File: config.mk
export PLATFORM = sky130hd
export DESIGN_NAME = msd_cmd_sched
export DESIGN_NICKNAME = d
export VERILOG_FILES = /design/src/rtl/msd_pkg.sv /design/src/rtl/msd_timing_cnt.sv /design/src/rtl/msd_cmd_sched.sv
export SDC_FILE = /design/constraint.sdc
export NUM_CORES = 1
export LEC_CHECK = 0
export BUFFER_PORTS_ARGS = -buffer_cell sky130_fd_sc_hd__buf_2
export CAP_MARGIN = 20
export CORE_ASPECT_RATIO = 0.75
export CORE_UTILIZATION = 40
export DETAILED_ROUTE_END_ITERATION = 10
export GPL_TIMING_DRIVEN = 0
export PLACE_DENSITY_LB_ADDON = 0.12
export SYNTH_ARGS = -nofsm -noshare
export SYNTH_HDL_FRONTEND = slang
export SYNTH_SLANG_ARGS = --single-unit
File: constraint.sdc
create_clock -name clk -period 5.25 [get_ports clk]
set_clock_uncertainty 0.2 [all_clocks]
set_input_delay 1.05 -clock clk [delete_from_list [all_inputs] [get_ports clk]]
set_output_delay 1.05 -clock clk [all_outputs]
set_load 0.01 [all_outputs]
File: src/rtl/msd_pkg.sv
// msd_pkg: shared command, operation and state encodings, address fields and DDR5 timing defaults
package msd_pkg;
  typedef enum logic [2:0] {ACT0 = 3'd0, ACT1, RD0, RD1, WR0, WR1, PRE} cmd_e;
  typedef enum logic [1:0] {READ = 2'd0, WRITE, IFETCH, ILLEGAL} oper_e;
  typedef enum logic [3:0] {
    S_IDLE, S_ACT0, S_ACT1, S_WAIT_RCD, S_CAS0, S_CAS1, S_WAIT_PRE, S_PRE, S_WAIT_RP
  } state_e;
  localparam int CHAN_BIT = 6;
  localparam int BG_LSB = 7;
  localparam int BANK_LSB = 10;
  localparam int COL_LSB = 12;
  localparam int ROW_LSB = 18;
  localparam int DEF_T_RCD = 39;
  localparam int DEF_T_RAS = 76;
  localparam int DEF_T_RP = 39;
  localparam int DEF_T_RTP = 18;
  localparam int DEF_T_CWL = 38;
  localparam int DEF_T_BURST = 8;
  localparam int DEF_T_WR = 30;
  localparam int DEF_CNT_W = 8;
endpackage

File: src/rtl/msd_timing_cnt.sv
// msd_timing_cnt: saturating cycle counter that flags when it reaches threshold-1
module msd_timing_cnt #(
  parameter int CNT_W = 8
) (
  input  logic             clk,
  input  logic             rst_n,
  input  logic             clr,
  input  logic [CNT_W-1:0] thr,
  output logic             reached
);
  logic [CNT_W-1:0] cnt;
  always_ff @(posedge clk)
    cnt <= (!rst_n || clr) ? '0 : cnt + CNT_W'(!(&cnt));
  assign reached = cnt >= thr - 1'b1;
endmodule

File: src/rtl/msd_cmd_sched.sv
// msd_cmd_sched: closed-page DDR5 scheduler issuing ACT, RD/WR and PRE at their earliest legal cycles
module msd_cmd_sched
  import msd_pkg::*;
#(
  parameter int T_RCD = DEF_T_RCD,
  parameter int T_RAS = DEF_T_RAS,
  parameter int T_RP = DEF_T_RP,
  parameter int T_RTP = DEF_T_RTP,
  parameter int T_CWL = DEF_T_CWL,
  parameter int T_BURST = DEF_T_BURST,
  parameter int T_WR = DEF_T_WR,
  parameter int CNT_W = DEF_CNT_W
) (
  input  logic        clk,
  input  logic        rst_n,
  input  logic        req_valid,
  input  logic [37:0] req_data,
  output logic        req_ready,
  output logic        cmd_valid,
  output cmd_e        cmd_op,
  output logic        cmd_chan,
  output logic [2:0]  cmd_bg,
  output logic [1:0]  cmd_bank,
  output logic [15:0] cmd_row,
  output logic [5:0]  cmd_col,
  output logic        busy,
  output logic        done,
  output logic        err_illegal
);
  state_e state, nxt;
  cmd_e nxt_op;
  logic [1:0] op_q;
  logic accept, is_wr, illegal, act_ok, cas_ok, rp_ok, issue, unused;
  assign unused = ^{req_data[35:34], req_data[5:0]};
  assign accept = req_valid && req_ready;
  assign illegal = req_data[37:36] == ILLEGAL;
  assign is_wr = op_q == WRITE;
  assign busy = state != S_IDLE;
  assign done = state == S_PRE;
  msd_timing_cnt #(.CNT_W(CNT_W)) u_act_cnt (
    .clk(clk), .rst_n(rst_n), .clr(nxt == S_ACT0),
    .thr(state inside {S_ACT1, S_WAIT_RCD} ? CNT_W'(T_RCD) : CNT_W'(T_RAS)),
    .reached(act_ok)
  );
  msd_timing_cnt #(.CNT_W(CNT_W)) u_cas_cnt (
    .clk(clk), .rst_n(rst_n), .clr(nxt == S_CAS0),
    .thr(is_wr ? CNT_W'(T_CWL + T_BURST + T_WR) : CNT_W'(T_RTP)),
    .reached(cas_ok)
  );
  msd_timing_cnt #(.CNT_W(CNT_W)) u_rp_cnt (
    .clk(clk), .rst_n(rst_n), .clr(nxt == S_PRE), .thr(CNT_W'(T_RP)), .reached(rp_ok)
  );
  always_comb begin
    nxt = state;
    case (state)
      S_IDLE: nxt = (accept && !illegal) ? S_ACT0 : S_IDLE;
      S_ACT0: nxt = S_ACT1;
      S_ACT1, S_WAIT_RCD: nxt = act_ok ? S_CAS0 : S_WAIT_RCD;
      S_CAS0: nxt = S_CAS1;
      S_CAS1, S_WAIT_PRE: nxt = (act_ok && cas_ok) ? S_PRE : S_WAIT_PRE;
      S_PRE: nxt = S_WAIT_RP;
      S_WAIT_RP: nxt = rp_ok ? S_IDLE : S_WAIT_RP;
      default: nxt = S_IDLE;
    endcase
  end
  assign issue = nxt inside {S_ACT0, S_ACT1, S_CAS0, S_CAS1, S_PRE};
  assign nxt_op = nxt == S_ACT0 ? ACT0 :
                  nxt == S_ACT1 ? ACT1 :
                  nxt == S_CAS0 ? (is_wr ? WR0 : RD0) :
                  nxt == S_CAS1 ? (is_wr ? WR1 : RD1) : PRE;
  always_ff @(posedge clk) begin
    if (!rst_n) begin
      state <= S_IDLE;
      req_ready <= 1'b0;
      cmd_valid <= 1'b0;
      cmd_op <= ACT0;
      err_illegal <= 1'b0;
      op_q <= '0;
      cmd_chan <= 1'b0;
      cmd_bg <= '0;
      cmd_bank <= '0;
      cmd_row <= '0;
      cmd_col <= '0;
    end else begin
      state <= nxt;
      req_ready <= nxt == S_IDLE;
      cmd_valid <= issue;
      err_illegal <= accept && illegal;
      if (issue) cmd_op <= nxt_op;
      if (accept) begin
        op_q <= req_data[37:36];
        cmd_chan <= req_data[CHAN_BIT];
        cmd_bg <= req_data[BG_LSB +: 3];
        cmd_bank <= req_data[BANK_LSB +: 2];
        cmd_row <= req_data[ROW_LSB +: 16];
        cmd_col <= req_data[COL_LSB +: 6];
      end
    end
  end
endmodule

# == Word-level counts from Yosys, hierarchy flattened ==
# Cells that the tools add are included.
# totals
elab_cells,72
output_inout_bits,36
inputBits,41
ff_bits,64
# op_classes
n_addsub,5
reduce_logical,22
n_mux,13
eq_ne,15
magnitude_cmp,3
# op_table
cell,n
equality test 4 x 3 -> 1 bit (second input constant),7
case mux 4 bit (7 select lines),1
adder 8 x 1 -> 8 bit,3
AND reduction 8 bit,3
2-to-1 mux 3 bit,7
>= comparator 8 bit,2
subtractor 7 x 1 -> 8 bit (second input constant),2
2-to-1 mux 7 bit,2
equality test 4 x 2 -> 1 bit (second input constant),3
equality test 4 x 1 -> 1 bit (second input constant),2
>= comparator 8 x 6 -> 1 bit (second input constant),1
zero test 4 bit,2
zero test 1 bit,5
nonzero test 5 bit,1
equality test 4 bit (second input constant),1
logical AND 1 bit,4
2-to-1 mux 4 bit,1
nonzero test 4 bit,1
OR reduction 2 bit,2
logical OR 1 bit,3
equality test 2 x 1 -> 1 bit (second input constant),1
equality test 2 bit (second input constant),1
2-to-1 mux 1 bit,2
nonzero test 2 bit,1

# == Depth between registers and ports, before layout ==
# logic_depth
ltp_word,13
mapped_depth,9
depth_no_buf,9

# == Hierarchy ==
# From an unflattened synthesis, not the netlist that was laid out.
# unflattened
hier_cells,419
hier_area_um2,3465.8
# by_module_without_submodules
mod,cells_per_inst,instances,area_per_inst_um2,seq_area_each_um2
msd_timing_cnt,72,3,631.9,160.2
msd_cmd_sched,203,1,1570.3,800.8

# == Worst setup path after synthesis ==
# No wires, ideal clock.
# synth_timing
path_kind,input to register
from,input req_valid
to,register cmd_op[0]
t_required_ns,4.911
n_path_buf,2
stages,7
setup_ns,0.139
arrival_ns,2.220
path_slack_ns,2.691
cell_sequence,and2_1 clkbuf_1 a21oi_1 or4_1 clkbuf_1 o21ai_4 a211oi_1
# synth_between
elab_chain_len,9
elab_cells_between_ends,14
cone_classes,eq/ne: 5; mux: 6; reduce/logical: 3
# synth_lines
element,line_no,text
from (decl),msd_cmd_sched.sv:16,"input logic req_valid,"
logical AND 1 bit *,msd_cmd_sched.sv:35,assign accept = req_valid && req_ready;
logical AND 1 bit *,msd_cmd_sched.sv:56,S_IDLE: nxt = (accept && !illegal) ? S_ACT0 : S_IDLE;
2-to-1 mux 1 bit *,msd_cmd_sched.sv:56,
case mux 4 bit (7 select lines) *,msd_cmd_sched.sv:55,case (state)
equality test 4 x 3 -> 1 bit,"msd_cmd_sched.sv:66, msd_cmd_sched.sv:70",
2-to-1 mux 3 bit,msd_cmd_sched.sv:70,nxt == S_CAS1 ? (is_wr ? WR1 : RD1) : PRE;
2-to-1 mux 3 bit,msd_cmd_sched.sv:69,nxt == S_CAS0 ? (is_wr ? WR0 : RD0) :
2-to-1 mux 3 bit,msd_cmd_sched.sv:68,nxt == S_ACT1 ? ACT1 :
2-to-1 mux 3 bit,msd_cmd_sched.sv:67,assign nxt_op = nxt == S_ACT0 ? ACT0 :
to (signal assigned),msd_cmd_sched.sv:89,if (issue) cmd_op <= nxt_op;
to (decl),msd_cmd_sched.sv:20,"output cmd_e cmd_op,"
# Mark *: on every way between the ends. The rest lies on a longest branch, timed or not.
# A chain may end at the register's enable or synchronous reset.

# == Final worst setup path ==
# layout_timing
from,register state[3]
to,register cmd_op[0]
# layout_between
elab_chain_len,13
elab_cells_between_ends,29
cone_classes,add/sub: 1; order compare: 1; eq/ne: 13; mux: 8; reduce/logical: 6
# layout_lines
element,line_no,text
from (decl),msd_cmd_sched.sv:30,"state_e state, nxt;"
from (signal assigned),msd_cmd_sched.sv:85,state <= nxt;
equality test 4 x 2 -> 1 bit,"msd_cmd_sched.sv:42, msd_cmd_sched.sv:55",
nonzero test 2 bit,msd_cmd_sched.sv:42,".thr(state inside {S_ACT1, S_WAIT_RCD} ? CNT_W'(T_RCD) : CNT_W'(T_RAS)),"
2-to-1 mux 7 bit,msd_cmd_sched.sv:42,
subtractor 7 x 1 -> 8 bit,msd_timing_cnt.sv:14,assign reached = cnt >= thr - 1'b1;
>= comparator 8 bit,msd_timing_cnt.sv:14,
logical AND 1 bit,msd_cmd_sched.sv:60,"S_CAS1, S_WAIT_PRE: nxt = (act_ok && cas_ok) ? S_PRE : S_WAIT_PRE;"
2-to-1 mux 1 bit,msd_cmd_sched.sv:60,
case mux 4 bit (7 select lines) *,msd_cmd_sched.sv:55,
equality test 4 x 3 -> 1 bit,"msd_cmd_sched.sv:66, msd_cmd_sched.sv:70",
2-to-1 mux 3 bit,msd_cmd_sched.sv:70,
2-to-1 mux 3 bit,msd_cmd_sched.sv:69,
2-to-1 mux 3 bit,msd_cmd_sched.sv:68,
2-to-1 mux 3 bit,msd_cmd_sched.sv:67,
# Marked as above.

==> impl_metrics.py <==
metrics = {
    "synth": {
        "synth_seq_cells": 64,
        "syn_inst": 327,
        "synthTopCellsByCount": "nand2_1 (72), dfxtp_1 (64), a21boi_0 (30), nor2_1 (28), nand3_1 (14)",
        "yosys.area_share.simple_pct": 23.5,
        "synth-adder-area-share_pct": 4.86,
        "synth_cell_types": 48,
        "synth.top_cell.area_share_pct": 45.2,
        "synth_area_leader_cell": "dfxtp_1",
        "synth_top_family_by_area": "simple AND/OR/NAND/NOR gates",
        "ys.flop_type": "dfxtp_1",
        "synth_nets": 379,
        "netlist_top_cells_area": "dfxtp_1 (45%), nand2_1 (9.5%), a21boi_0 (7.9%)",
        "synth_compound_area_share_pct": 16.7,
        "synth_warnings": 0,
        "syn_area_um2": 2830,
        "muxShareOfSynthArea_pct": 0.706,
        "synthXorXnorAreaFrac_pct": 5.56,
        "yosysMostFrequentCell": "nand2_1",
        "async_flop_share_pct": 0,
        "avgSynthCellArea_um2": 8.67,
        "yosysSeqAreaShare_pct": 45.2,
        "synth_edf_count": 0,
    },
    "placement": {
        "dpl.hpwl_mm": 4.42,
        "gp_congestion": 0.761,
        "placed_cells": 478,
        "dpl_cell_area_um2": 3270,
        "port-buffer-count": 67,
    },
    "power_and_ir_drop": {
        "p_leak_nw": 1.55,
        "power.density_nw_per_um2": 338,
        "peakVddDrop_uv": 180,
    },
    "timing": {
        "tightest_slew_ns": 0.687,
        "period_needed_ns": 2.75,
        "hold_viol": 0,
        "fin_crit_sh_pct": 52.4,
        "fmax_mhz": 363,
        "fin_hold_ws_ns": 0.260,
        "max_slew_margin_pct": 53.9,
        "grt_setup_unrepaired": "no",
        "setup_viol_count_final": 0,
        "finalSetupTns_ns": 0,
        "timing.final.max_slew_violations": 0,
    },
    "clocking": {
        "clock-sinks": 64,
        "cts_made_buffers": 9,
        "clock_path_buffers": 2,
        "post_cts_resized": 0,
        "clk_pin_slew_ns": 0.07,
        "clk-insertion-delay-late_ns": 0.33,
        "cts_max_level": 3,
        "cts_tree": "yes",
        "clockRootBuffer": "clkbuf_8",
        "postCtsSetupBuffers": 0,
        "cts_hold_buf": 0,
    },
    "grt": {
        "grt_start_max_net_pins": 12,
        "grt_pass1_wl_mm": 10.2,
        "antenna_found_initial": 0,
        "grt_pass1_vias": 2227,
        "grt_use_total_pct": 17.7,
        "overflow": 0,
    },
    "finish": {
        "area_delta_synth_final_pct": 24.5,
        "instances_no_fill": 494,
        "final_area_um2": 3530,
        "nets": 457,
        "n_antenna_cell": 0,
        "layout-drive-gt1-share_pct": 24.4,
        "n_fill_cell": 673,
    },
    "die": {
        "die_area_um2": 7430,
        "die_h_um": 74.9,
        "num_rows": 26,
        "coreArea_um2": 6830,
        "die_w_um": 99.2,
        "ios": 77,
        "start_util_pct": 41.5,
    },
    "critical_path": {
        "critPathLaunchType": "register",
        "cp_slowest_cell": "dfxtp_1",
        "arrival_ns": 2.75,
        "slowest_delay_ns": 0.48,
        "endpoint_kind": "register",
        "critPathKind": "register to register",
        "required_ns": 5.25,
        "path_cells": "nor2_2 > nand2_2 > inv_2 > ha_1 > a311o_2 > a211oi_4 > o21ai_2 > o21ai_4 > a211oi_1",
        "crit_path_max_fanout": 9,
    },
    "routing": {
        "dr.pass1.iters": 4,
        "vias": 2394,
        "vias_per_cell": 4.85,
        "first_iter_violations": 90,
        "wl_mm": 5.95,
        "routedWlPerCell_um": 12.0,
        "drc": 0,
        "ant_nets": 0,
    },
    "flow_run": {
        "max_cap_violations": 0,
    },
    "min_path": {
        "hold_path_class": "register to register",
    },
    "run_status": {
        "run_status": "complete, no violations",
    },
}
-- cell families after synthesis --
logic type                 Yosys count
AOI/OAI and AO/OA                   58
adders and majority gates           11
DFF                                 64
buffers and inverters               25
muxes                                2
xor gates and xnor gates            18
and+or+nand+nor                    149
-- worst paths after layout --
path,startpoint,to,slack [ns],depth (start not counted)
worst max register to register,state[3],cmd_op[0],2.50,9
worst min-delay path,cmd_bg[0],cmd_bg[0],0.26,2
worst max-delay path,state[3],cmd_op[0],2.50,9
worst min register to register,cmd_bg[0],cmd_bg[0],0.26,2
-- cells in the final DEF (no fill, tap or decap), drive strengths merged, types with 2 or more instances in the layout --
master,count
a211oi,3
a21boi,30
a21o,2
a21oi,3
and2,5
and3,5
buf,70
bufinv,3
clkbuf,23
dfxtp,64
ha,11
inv,10
mux2i,2
nand2,73
nand2b,2
nand3,14
nand4,4
nor2,29
nor2b,2
nor3,4
nor4,3
o211ai,3
o21a,3
o21ai,5
o221ai,2
or2,2
or3,2
xnor2,5
xor2,13
-- sequential cells by signal, indices dropped and copies added, names as in the netlist --
signal         cells
err_illegal        1
cmd_valid          1
cmd_bank           2
u_act_cnt.cnt      8
cmd_chan           1
u_cas_cnt.cnt      8
cmd_bg             3
u_rp_cnt.cnt       8
cmd_col            6
op_q               2
state              4
cmd_op             3
cmd_row           16
req_ready          1
-- cell type report --
cell class / count / area [µm²] / area share (%)
multi-input combinational: 238 / 1460 / 41.2
sequential: 64 / 1280 / 36.3
clock inverter: 5 / 103 / 2.91
inverter: 10 / 37.5 / 1.06
buffer: 15 / 60.1 / 1.70
timing repair buffer: 67 / 335 / 9.50
tap: 84 / 105 / 2.98
clock buffer: 11 / 151 / 4.29
-- metal layers --
| metal | share of wire (%) | vias to the layer above | track usage [%] |
|---|---|---|---|
| li1 | - | 1259 | - |
| met1 | 51 | 1069 | 23.3 |
| met2 | 41 | 58 | 27.4 |
| met3 | 6.7 | 8 | 6.50 |
| met4 | 1.3 | 0 | 5.88 |
| met5 | 0 | - | 0 |
-- stage by stage --
stage	setup WS (ns)	utilization [%]	power [mW]
finish	2.50	51.6	1.19
global route	2.31	51.6	1.25
CTS	2.48	51.6	1.21
detailed placement	2.37	47.9	0.674
global placement	2.36	47.9	0.672
floorplan	2.69	-	0.622
-- power by group --
group / leakage (nW) / internal (mW) / switching (mW) / total [mW]
Clock: 0.126 / 0.341 / 0.189 / 0.530
Combinational: 0.903 / 0.0575 / 0.0781 / 0.136
Sequential: 0.521 / 0.510 / 0.0156 / 0.526
Total: 1.55 / 0.908 / 0.283 / 1.19
-- worst max-delay path, delay by kind of cell (launching register included) --
kind	cells	cell delay (ns)
fa+ha+maj	1	0.31
flops	1	0.48
simple gates	2	0.19
buf+inv	1	0.08
compound gates	5	1.35
Power figures use the tool's default switching activity.
